**src/rtl/instruction_encoder.sv**
```systemverilog
`default_nettype none
// ============================================================================
//  Module   : instruction_encoder
//  Purpose  : Streaming RV32I field-bundle to instruction-word encoder with a
//             sequential word address. Encode register feeds a 2-entry skid
//             buffer. Optional immediate range checks: ENC_RANGE_CHECK_EN.
//  Revision : 1.0 - initial release
// ============================================================================
module instruction_encoder #(
    parameter int WORD_SIZE  = 32,
    parameter int BASE_ADDR  = 0,
    parameter int ADDR_WIDTH = 12
) (
    input  logic                  clk,
    input  logic                  rst_n,
    input  logic                  in_valid,
    output logic                  in_ready,
    input  logic [3:0]            in_class,
    input  logic [4:0]            in_rd,
    input  logic [4:0]            in_rs1,
    input  logic [4:0]            in_rs2,
    input  logic [2:0]            in_funct3,
    input  logic                  in_alt,
    input  logic [WORD_SIZE-1:0]  in_imm,
    output logic                  out_valid,
    input  logic                  out_ready,
    output logic [WORD_SIZE-1:0]  out_word,
    output logic [ADDR_WIDTH-1:0] out_addr,
    output logic                  enc_error,
    output logic [7:0]            err_count
);

    localparam logic [3:0] c_cls_arith_reg = 4'd0;
    localparam logic [3:0] c_cls_arith_imm = 4'd1;
    localparam logic [3:0] c_cls_load      = 4'd2;
    localparam logic [3:0] c_cls_store     = 4'd3;
    localparam logic [3:0] c_cls_lui       = 4'd4;
    localparam logic [3:0] c_cls_auipc     = 4'd5;
    localparam logic [3:0] c_cls_branch    = 4'd6;
    localparam logic [3:0] c_cls_jal       = 4'd7;
    localparam logic [3:0] c_cls_jalr      = 4'd8;
    localparam logic [3:0] c_cls_ecall     = 4'd9;

    localparam logic [6:0] c_op_arith_reg = 7'b0110011;
    localparam logic [6:0] c_op_arith_imm = 7'b0010011;
    localparam logic [6:0] c_op_load      = 7'b0000011;
    localparam logic [6:0] c_op_store     = 7'b0100011;
    localparam logic [6:0] c_op_lui       = 7'b0110111;
    localparam logic [6:0] c_op_auipc     = 7'b0010111;
    localparam logic [6:0] c_op_branch    = 7'b1100011;
    localparam logic [6:0] c_op_jal       = 7'b1101111;
    localparam logic [6:0] c_op_jalr      = 7'b1100111;

    localparam logic [ADDR_WIDTH-1:0] c_base_addr = ADDR_WIDTH'(BASE_ADDR);
    localparam logic [ADDR_WIDTH-1:0] c_addr_step = ADDR_WIDTH'(4);
    localparam logic [1:0]            c_buf_full  = 2'd2;

    logic [WORD_SIZE-1:0]  w_word;
    logic                  w_field_err;
    logic                  w_range_err;
    logic                  w_bad;
    logic                  w_accept;
    logic                  w_push;
    logic                  w_pop;

    logic                  r_enc_valid;
    logic [WORD_SIZE-1:0]  r_enc_word;
    logic [ADDR_WIDTH-1:0] r_enc_addr;
    logic [ADDR_WIDTH-1:0] r_next_addr;
    logic                  r_err_pulse;
    logic [7:0]            r_err_count;
    logic [WORD_SIZE-1:0]  r_buf_word [2];
    logic [ADDR_WIDTH-1:0] r_buf_addr [2];
    logic                  r_wr_ptr;
    logic                  r_rd_ptr;
    logic [1:0]            r_cnt;

    always_comb begin
        w_word      = '0;
        w_field_err = 1'b0;
        case (in_class)
            c_cls_arith_reg:
                w_word = {1'b0, in_alt, 5'b0, in_rs2, in_rs1, in_funct3, in_rd, c_op_arith_reg};
            c_cls_arith_imm: begin
                // Shift-immediate forms carry funct7 in the upper immediate bits.
                if (in_funct3 == 3'b101)
                    w_word = {1'b0, in_alt, 5'b0, in_imm[4:0], in_rs1, in_funct3, in_rd, c_op_arith_imm};
                else if (in_funct3 == 3'b001)
                    w_word = {7'b0, in_imm[4:0], in_rs1, in_funct3, in_rd, c_op_arith_imm};
                else
                    w_word = {in_imm[11:0], in_rs1, in_funct3, in_rd, c_op_arith_imm};
            end
            c_cls_load: begin
                w_word      = {in_imm[11:0], in_rs1, in_funct3, in_rd, c_op_load};
                w_field_err = (in_funct3 == 3'd3) || (in_funct3 == 3'd6) || (in_funct3 == 3'd7);
            end
            c_cls_store: begin
                w_word      = {in_imm[11:5], in_rs2, in_rs1, in_funct3, in_imm[4:0], c_op_store};
                w_field_err = (in_funct3 > 3'd2);
            end
            c_cls_lui:
                w_word = {in_imm[31:12], in_rd, c_op_lui};
            c_cls_auipc:
                w_word = {in_imm[31:12], in_rd, c_op_auipc};
            c_cls_branch:
                w_word = {in_imm[12], in_imm[10:5], in_rs2, in_rs1, in_funct3,
                          in_imm[4:1], in_imm[11], c_op_branch};
            c_cls_jal:
                w_word = {in_imm[20], in_imm[10:1], in_imm[11], in_imm[19:12], in_rd, c_op_jal};
            c_cls_jalr:
                w_word = {in_imm[11:0], in_rs1, in_funct3, in_rd, c_op_jalr};
            c_cls_ecall:
                w_word = 32'h0000_0073;
            default:
                w_field_err = 1'b1;
        endcase
    end

`ifdef ENC_RANGE_CHECK_EN
    logic w_fits_i;
    logic w_fits_b;
    logic w_fits_j;
    logic w_is_shift;

    // A value fits a signed N-bit field when all bits from N-1 upward agree.
    assign w_fits_i   = (&in_imm[WORD_SIZE-1:11]) || !(|in_imm[WORD_SIZE-1:11]);
    assign w_fits_b   = (&in_imm[WORD_SIZE-1:12]) || !(|in_imm[WORD_SIZE-1:12]);
    assign w_fits_j   = (&in_imm[WORD_SIZE-1:20]) || !(|in_imm[WORD_SIZE-1:20]);
    assign w_is_shift = (in_funct3 == 3'b001) || (in_funct3 == 3'b101);

    always_comb begin
        w_range_err = 1'b0;
        case (in_class)
            c_cls_arith_imm: w_range_err = w_is_shift ? (|in_imm[WORD_SIZE-1:5]) : !w_fits_i;
            c_cls_load,
            c_cls_store,
            c_cls_jalr:      w_range_err = !w_fits_i;
            c_cls_branch:    w_range_err = in_imm[0] || !w_fits_b;
            c_cls_jal:       w_range_err = in_imm[0] || !w_fits_j;
            c_cls_lui,
            c_cls_auipc:     w_range_err = |in_imm[11:0];
            default:         w_range_err = 1'b0;
        endcase
    end
`else
    assign w_range_err = 1'b0;
`endif

    assign w_bad     = w_field_err || w_range_err;
    assign in_ready  = !(r_enc_valid && (r_cnt == c_buf_full));
    assign w_accept  = in_valid && in_ready;
    assign out_valid = (r_cnt != 2'd0);
    assign w_pop     = out_valid && out_ready;
    assign w_push    = r_enc_valid && ((r_cnt != c_buf_full) || w_pop);

    always_ff @(posedge clk or negedge rst_n) begin
        if (!rst_n) begin
            r_enc_valid <= 1'b0;
            r_enc_word  <= '0;
            r_enc_addr  <= c_base_addr;
            r_next_addr <= c_base_addr;
            r_err_pulse <= 1'b0;
            r_err_count <= 8'd0;
            r_wr_ptr    <= 1'b0;
            r_rd_ptr    <= 1'b0;
            r_cnt       <= 2'd0;
            for (int i = 0; i < 2; i++) begin
                r_buf_word[i] <= '0;
                r_buf_addr[i] <= c_base_addr;
            end
        end else begin
            // The address is bound here so rejected bundles never consume one.
            if (w_accept && !w_bad) begin
                r_enc_valid <= 1'b1;
                r_enc_word  <= w_word;
                r_enc_addr  <= r_next_addr;
                r_next_addr <= r_next_addr + c_addr_step;
            end else if (w_push) begin
                r_enc_valid <= 1'b0;
            end

            r_err_pulse <= w_accept && w_bad;
            if (w_accept && w_bad && (r_err_count != 8'hFF))
                r_err_count <= r_err_count + 8'd1;

            if (w_push) begin
                r_buf_word[r_wr_ptr] <= r_enc_word;
                r_buf_addr[r_wr_ptr] <= r_enc_addr;
                r_wr_ptr             <= ~r_wr_ptr;
            end
            if (w_pop)
                r_rd_ptr <= ~r_rd_ptr;

            case ({w_push, w_pop})
                2'b10:   r_cnt <= r_cnt + 2'd1;
                2'b01:   r_cnt <= r_cnt - 2'd1;
                default: r_cnt <= r_cnt;
            endcase
        end
    end

    assign out_word  = r_buf_word[r_rd_ptr];
    assign out_addr  = r_buf_addr[r_rd_ptr];
    assign enc_error = r_err_pulse;
    assign err_count = r_err_count;

endmodule
`default_nettype wire

```
**config.mk**
```make
export PLATFORM = sky130hd
export DESIGN_NAME = instruction_encoder
export DESIGN_NICKNAME = d
export VERILOG_FILES = /design/src/rtl/instruction_encoder.sv
export SDC_FILE = /design/constraint.sdc
export NUM_CORES = 1
export LEC_CHECK = 0
export BUFFER_PORTS_ARGS = -buffer_cell sky130_fd_sc_hd__buf_2
export CORE_ASPECT_RATIO = 1.5
export CORE_MARGIN = 5
export CORE_UTILIZATION = 53
export CTS_BUF_LIST = sky130_fd_sc_hd__clkbuf_2
export DETAILED_ROUTE_END_ITERATION = 10
export PLACE_DENSITY = 0.79
export SLEW_MARGIN = 20
export SYNTH_ARGS = -nofsm -noshare
export SYNTH_HDL_FRONTEND = slang
export SYNTH_SLANG_ARGS = --single-unit
```
**constraint.sdc**
```tcl
create_clock -name clk -period 1.8 [get_ports clk]
set_input_delay 0.27 -clock clk [delete_from_list [all_inputs] [get_ports clk]]
set_output_delay 0.27 -clock clk [all_outputs]
set_load 0.02 [all_outputs]
```
==> results_tabular.tex <==
\begin{tabular}{lr}
\hline
Metric & Value \\
\hline
\multicolumn{2}{l}{\textbf{Drt}} \\
\quad Post-route DRC violation count & 0 \\
\quad Detail Route Antenna Nets & 0 \\
\quad Total wirelength of the detailed-routed design & 18630 microns \\
\quad DR vias & 5349 \\
\quad Number of detailed-route iterations in the first pass & 6 \\
\quad DR iter-0 viols & 285 \\
\quad WL per Instance & 20.34 microns \\
\quad Post-detailed-route via-to-cell ratio & 5.840 \\
\multicolumn{2}{l}{\textbf{Floorplan}} \\
\quad Initial core utilization & 0.5372 \\
\quad Count of boundary I/O pins & 114 \\
\quad Height of the chip & 150.0 microns \\
\quad Die ar. & 15500 sq um \\
\quad Std cell rows & 51 \\
\quad Die outline width & 103.3 microns \\
\quad Core region area & 12890 sq um \\
\multicolumn{2}{l}{\textbf{STA}} \\
\quad Total Neg Setup Slack & -13910 ps \\
\quad Min Clock Period, post-route & 2177 ps \\
\quad Period utilisation layout & 1.209 \\
\quad Number of setup violations in the final report & 44 \\
\quad Worst-margin pin slew & 934.9 ps \\
\quad Count of final max-slew check failures & 0 \\
\quad Worst setup skew after layout & 49.74 ps \\
\quad Final hold violation count & 0 \\
\quad Tightest hold margin & 46.92 ps \\
\quad PnR worst setup slack & -376.6 ps \\
\quad Highest clock rate & 459.4 MHz \\
\quad Worst slew margin & 0.3746 \\
\quad Unrepaired setup endpoints after global routing & true \\
\multicolumn{2}{l}{\textbf{Setup path}} \\
\quad Critical path capture point type & output pin \\
\quad Maximum fanout count along the critical path & 25 \\
\quad Data required time of the critical path & 1530 ps \\
\quad Signal arrival time at the worst endpoint & 1910 ps \\
\quad Endpoint of the worst-slack reg-to-reg timing path & r\_buf\_word[34]\$\_DFFE\_PN0P\_ \\
\quad Slack of the worst reg-to-reg path & 50 ps \\
\quad Number of cells on the worst reg-to-reg path & 6 \\
\quad Startpoint class of the critical path & flop \\
\quad Start of the worst register-to-register path & r\_cnt[1]\$\_DFFE\_PN0P\_ \\
\quad Worst setup path class & flop to output pin \\
\multicolumn{2}{l}{\textbf{Global routing}} \\
\quad Total routing resource utilization after global routing & 0.2465 \\
\quad Initial antenna violation count & 2 \\
\quad Wire length of the first global-routing pass & 29160 microns \\
\quad Leftover overflow at the end of global routing & 0 \\
\quad Number of global-route vias before repair & 5671 \\
\quad Maximum number of pins on one net before global-route repair & 43 \\
\multicolumn{2}{l}{\textbf{Logic synthesis}} \\
\quad Distinct cell type count of the synthesized netlist & 48 \\
\quad Post-synthesis adder-cell area fraction & 0.005421 \\
\quad Netlist area before placement & 6924 sq um \\
\quad Number of synthesis warnings & 0 \\
\quad Synthesized area divided by synthesized cell count & 12.48 sq um \\
\quad Xor-xnor portion of the synthesized cell area & 0.02530 \\
\quad Fraction of the yosys area taken by sequential cells & 0.5313 \\
\quad Commonest register cell after synthesis & sky130\_fd\_sc\_hd\_\_dfrtp\_1 \\
\quad Combinational family with the most area after synthesis & multiplexers \\
\quad Share of the synthesized area in compound gates (AO/OA/AOI/OAI) & 0.1007 \\
\quad Share of synthesized area spent on multiplexers & 0.2360 \\
\quad Simple-gate share of the synthesized area & 0.06957 \\
\quad Cells after synthesis & 555 \\
\quad Count of flip-flops with a built-in enable after synthesis & 0 \\
\quad Synthesized flop and latch total & 147 \\
\quad Async SR Flop Fraction & 1.000 \\
\multicolumn{2}{l}{\textbf{Layout}} \\
\quad Final cell count without fillers & 916 \\
\quad Area growth from synthesis to layout & 28.50\% \\
\quad Share of post-route cells with drive strength above 1 & 0.4477 \\
\quad Fin nets & 804 \\
\multicolumn{2}{l}{\textbf{Power and ir drop}} \\
\quad Reported leakage power & 0.004010 uW \\
\quad Power per standard cell area & 1506 nW/um\^{}2 \\
\quad Total chip power & 13400 uW \\
\quad Peak supply drop & 655.0 uV \\
\multicolumn{2}{l}{\textbf{Worst hold path}} \\
\quad Hold path depth & 5 \\
\quad Capture endpoint of the worst hold path & r\_enc\_word[30]\$\_DFFE\_PN0P\_ \\
\quad Origin of the worst min-delay path & in\_alt \\
\quad Worst hold path class & input port to flop \\
\multicolumn{2}{l}{\textbf{Placed design}} \\
\quad Global placer's final weighted congestion & 0.9349 \\
\quad IO Port Bufs & 111 \\
\quad Placed wire-length estimate & 11660 microns \\
\quad Placed cells & 820 \\
\multicolumn{2}{l}{\textbf{Job}} \\
\quad Max-capacitance violation count & 0 \\
\multicolumn{2}{l}{\textbf{Clock network}} \\
\quad Max clock buf depth & 2 \\
\quad Latest clock arrival within the worst-skew pair & 740 ps \\
\quad Total clock sinks & 147 \\
\quad TritonCTS Buffers & 17 \\
\quad Root buffer cell & sky130\_fd\_sc\_hd\_\_clkbuf\_2 \\
\quad Clock-pin slew on the worst setup and hold paths & 200 ps \\
\quad H-Tree Level Count & 4 \\
\quad Clock tree from TritonCTS & done \\
\multicolumn{2}{l}{\textbf{Status}} \\
\quad Failing checks & setup timing \\
\quad Run status & finished with violations \\
\hline
\end{tabular}
[layout make-up]
class | count | area (sq um)
Inverter | 2 | 7.507
Clock inverter | 13 | 127.6
Tap cell | 159 | 198.9
Multi-Input combinational cell | 369 | 3142
Fill cell | 897 | 3993
Sequential cell | 147 | 3681
Clock buffer | 19 | 95.09
Timing Repair Buffer | 205 | 1640
Antenna cell | 2 | 5.005
[report_power, final]
part | switching, uW | total (uW) | internal (uW)
sequential | 918 | 5470 | 4550
clock | 1250 | 1780 | 533
combinational | 2940 | 6150 | 3220
total | 5100 | 13400 | 8300
[how the worst max path moves through the flow]
| stage | start | end | slack [ps] | depth (start not counted) |
|---|---|---|---|---|
| floorplan | err_count[0]$_DFFE_PN0P_ | err_count[1]$_DFFE_PN0P_ | -90 | 5 |
| global placement | in_class[0] | r_enc_addr[3]$_DFFE_PN0P_ | 30 | 5 |
| detailed placement | in_class[2] | err_count[6]$_DFFE_PN0P_ | -50 | 6 |
| CTS | r_rd_ptr$_DFFE_PN0P_ | out_word[29] | -430 | 3 |
| global route | r_rd_ptr$_DFFE_PN0P_ | out_word[6] | -500 | 3 |
| finish | r_rd_ptr$_DFFE_PN0P_ | out_word[6] | -380 | 3 |
[critical path: stages (launching register included)]
cell                      delay (ps)
sky130_fd_sc_hd__dfrtp_2         450
sky130_fd_sc_hd__buf_12          200
sky130_fd_sc_hd__mux2_2          370
sky130_fd_sc_hd__buf_2           160
[layer usage]
metal,GRT usage,vias to the layer above,part of all wire
met5,0,-,0
met4,0.1147,0,0.042
met3,0.06343,79,0.050
met2,0.4139,212,0.52
met1,0.2915,2655,0.39
li1,-,2403,-
[metrics by stage]
| stage | setup WS, ps | instance area (sq um) | utilization |
|---|---|---|---|
| 2_1_floorplan | -88.00 | 6955 | - |
| 3_3_place_gp | 25.76 | 7858 | 0.6096 |
| 3_5_place_dp | -48.54 | 7858 | 0.6096 |
| 5_1_grt | -496.3 | 8897 | 0.6903 |
| 6_report | -376.6 | 8897 | 0.6903 |
| 4_1_cts | -431.0 | 8728 | 0.6772 |
[sequential cells by signal (all words and copies together) (netlist names)]
register and flops:
r_enc_valid 1, r_next_addr 10, enc_error 1, r_wr_ptr 1, r_buf_addr 20, r_buf_word 62
r_cnt 2, r_rd_ptr 1, r_enc_word 31, r_enc_addr 10, err_count 8
[Yosys cell counts, drive strengths merged (2+ instances only)]
master	n	area share
a21boi	2	0.0022
a21o	7	0.0076
a21oi	48	0.035
a221oi	2	0.0025
a22oi	13	0.014
a31oi	12	0.011
a32oi	5	0.0090
and2	4	0.0036
and3	6	0.0054
buf	23	0.021
clkbuf	17	0.0092
dfrtp	147	0.53
ha	3	0.0054
mux2	143	0.23
mux2i	2	0.0029
nand2	14	0.0076
nand2b	6	0.0054
nand3	12	0.0087
nand3b	5	0.0054
nand4	5	0.0045
nor2	11	0.0060
nor2b	6	0.0054
nor3b	3	0.0033
nor4	4	0.0036
nor4b	2	0.0025
o21ai	14	0.010
o311ai	2	0.0025
or2	4	0.0036
xnor2	12	0.015
xor2	8	0.010
[cell usage in the layout (no fill, tap or decap), types with 6 or more instances in the layout]
cell / count
sky130_fd_sc_hd__mux2_2: 121
sky130_fd_sc_hd__clkbuf_2: 19
sky130_fd_sc_hd__o21ai_0: 14
sky130_fd_sc_hd__and3_1: 6
sky130_fd_sc_hd__nand2_1: 14
sky130_fd_sc_hd__xor2_1: 8
sky130_fd_sc_hd__buf_12: 9
sky130_fd_sc_hd__buf_2: 94
sky130_fd_sc_hd__nor2b_1: 6
sky130_fd_sc_hd__a22oi_1: 13
sky130_fd_sc_hd__xnor2_1: 12
sky130_fd_sc_hd__dlygate4sd3_1: 53
sky130_fd_sc_hd__a31oi_1: 12
sky130_fd_sc_hd__mux2_4: 17
sky130_fd_sc_hd__buf_6: 15
sky130_fd_sc_hd__a21o_1: 7
sky130_fd_sc_hd__dfrtp_1: 145
sky130_fd_sc_hd__nor2_1: 10
sky130_fd_sc_hd__buf_4: 32
sky130_fd_sc_hd__a21oi_1: 48
sky130_fd_sc_hd__nand3_1: 12
[timing repair]
action,4_1_cts,5_1_grt
cloned,0,5
hold buffers,52,1
hold endpoints to repair,177,1
setup buffers,2,3
setup endpoints to repair,48,117
pin swaps,0,1
gates resized for setup,35,16
[cell families after synthesis]
kind of cell | count (synthesis)
adders and majority gates | 3
DFF | 147
AOI/OAI and AO/OA | 111
other | 1
and+or+nand+nor | 86
muxes | 145
xor gates and xnor gates | 20
buffers and inverters | 42
No activity file was read; power rests on OpenSTA's default activity.
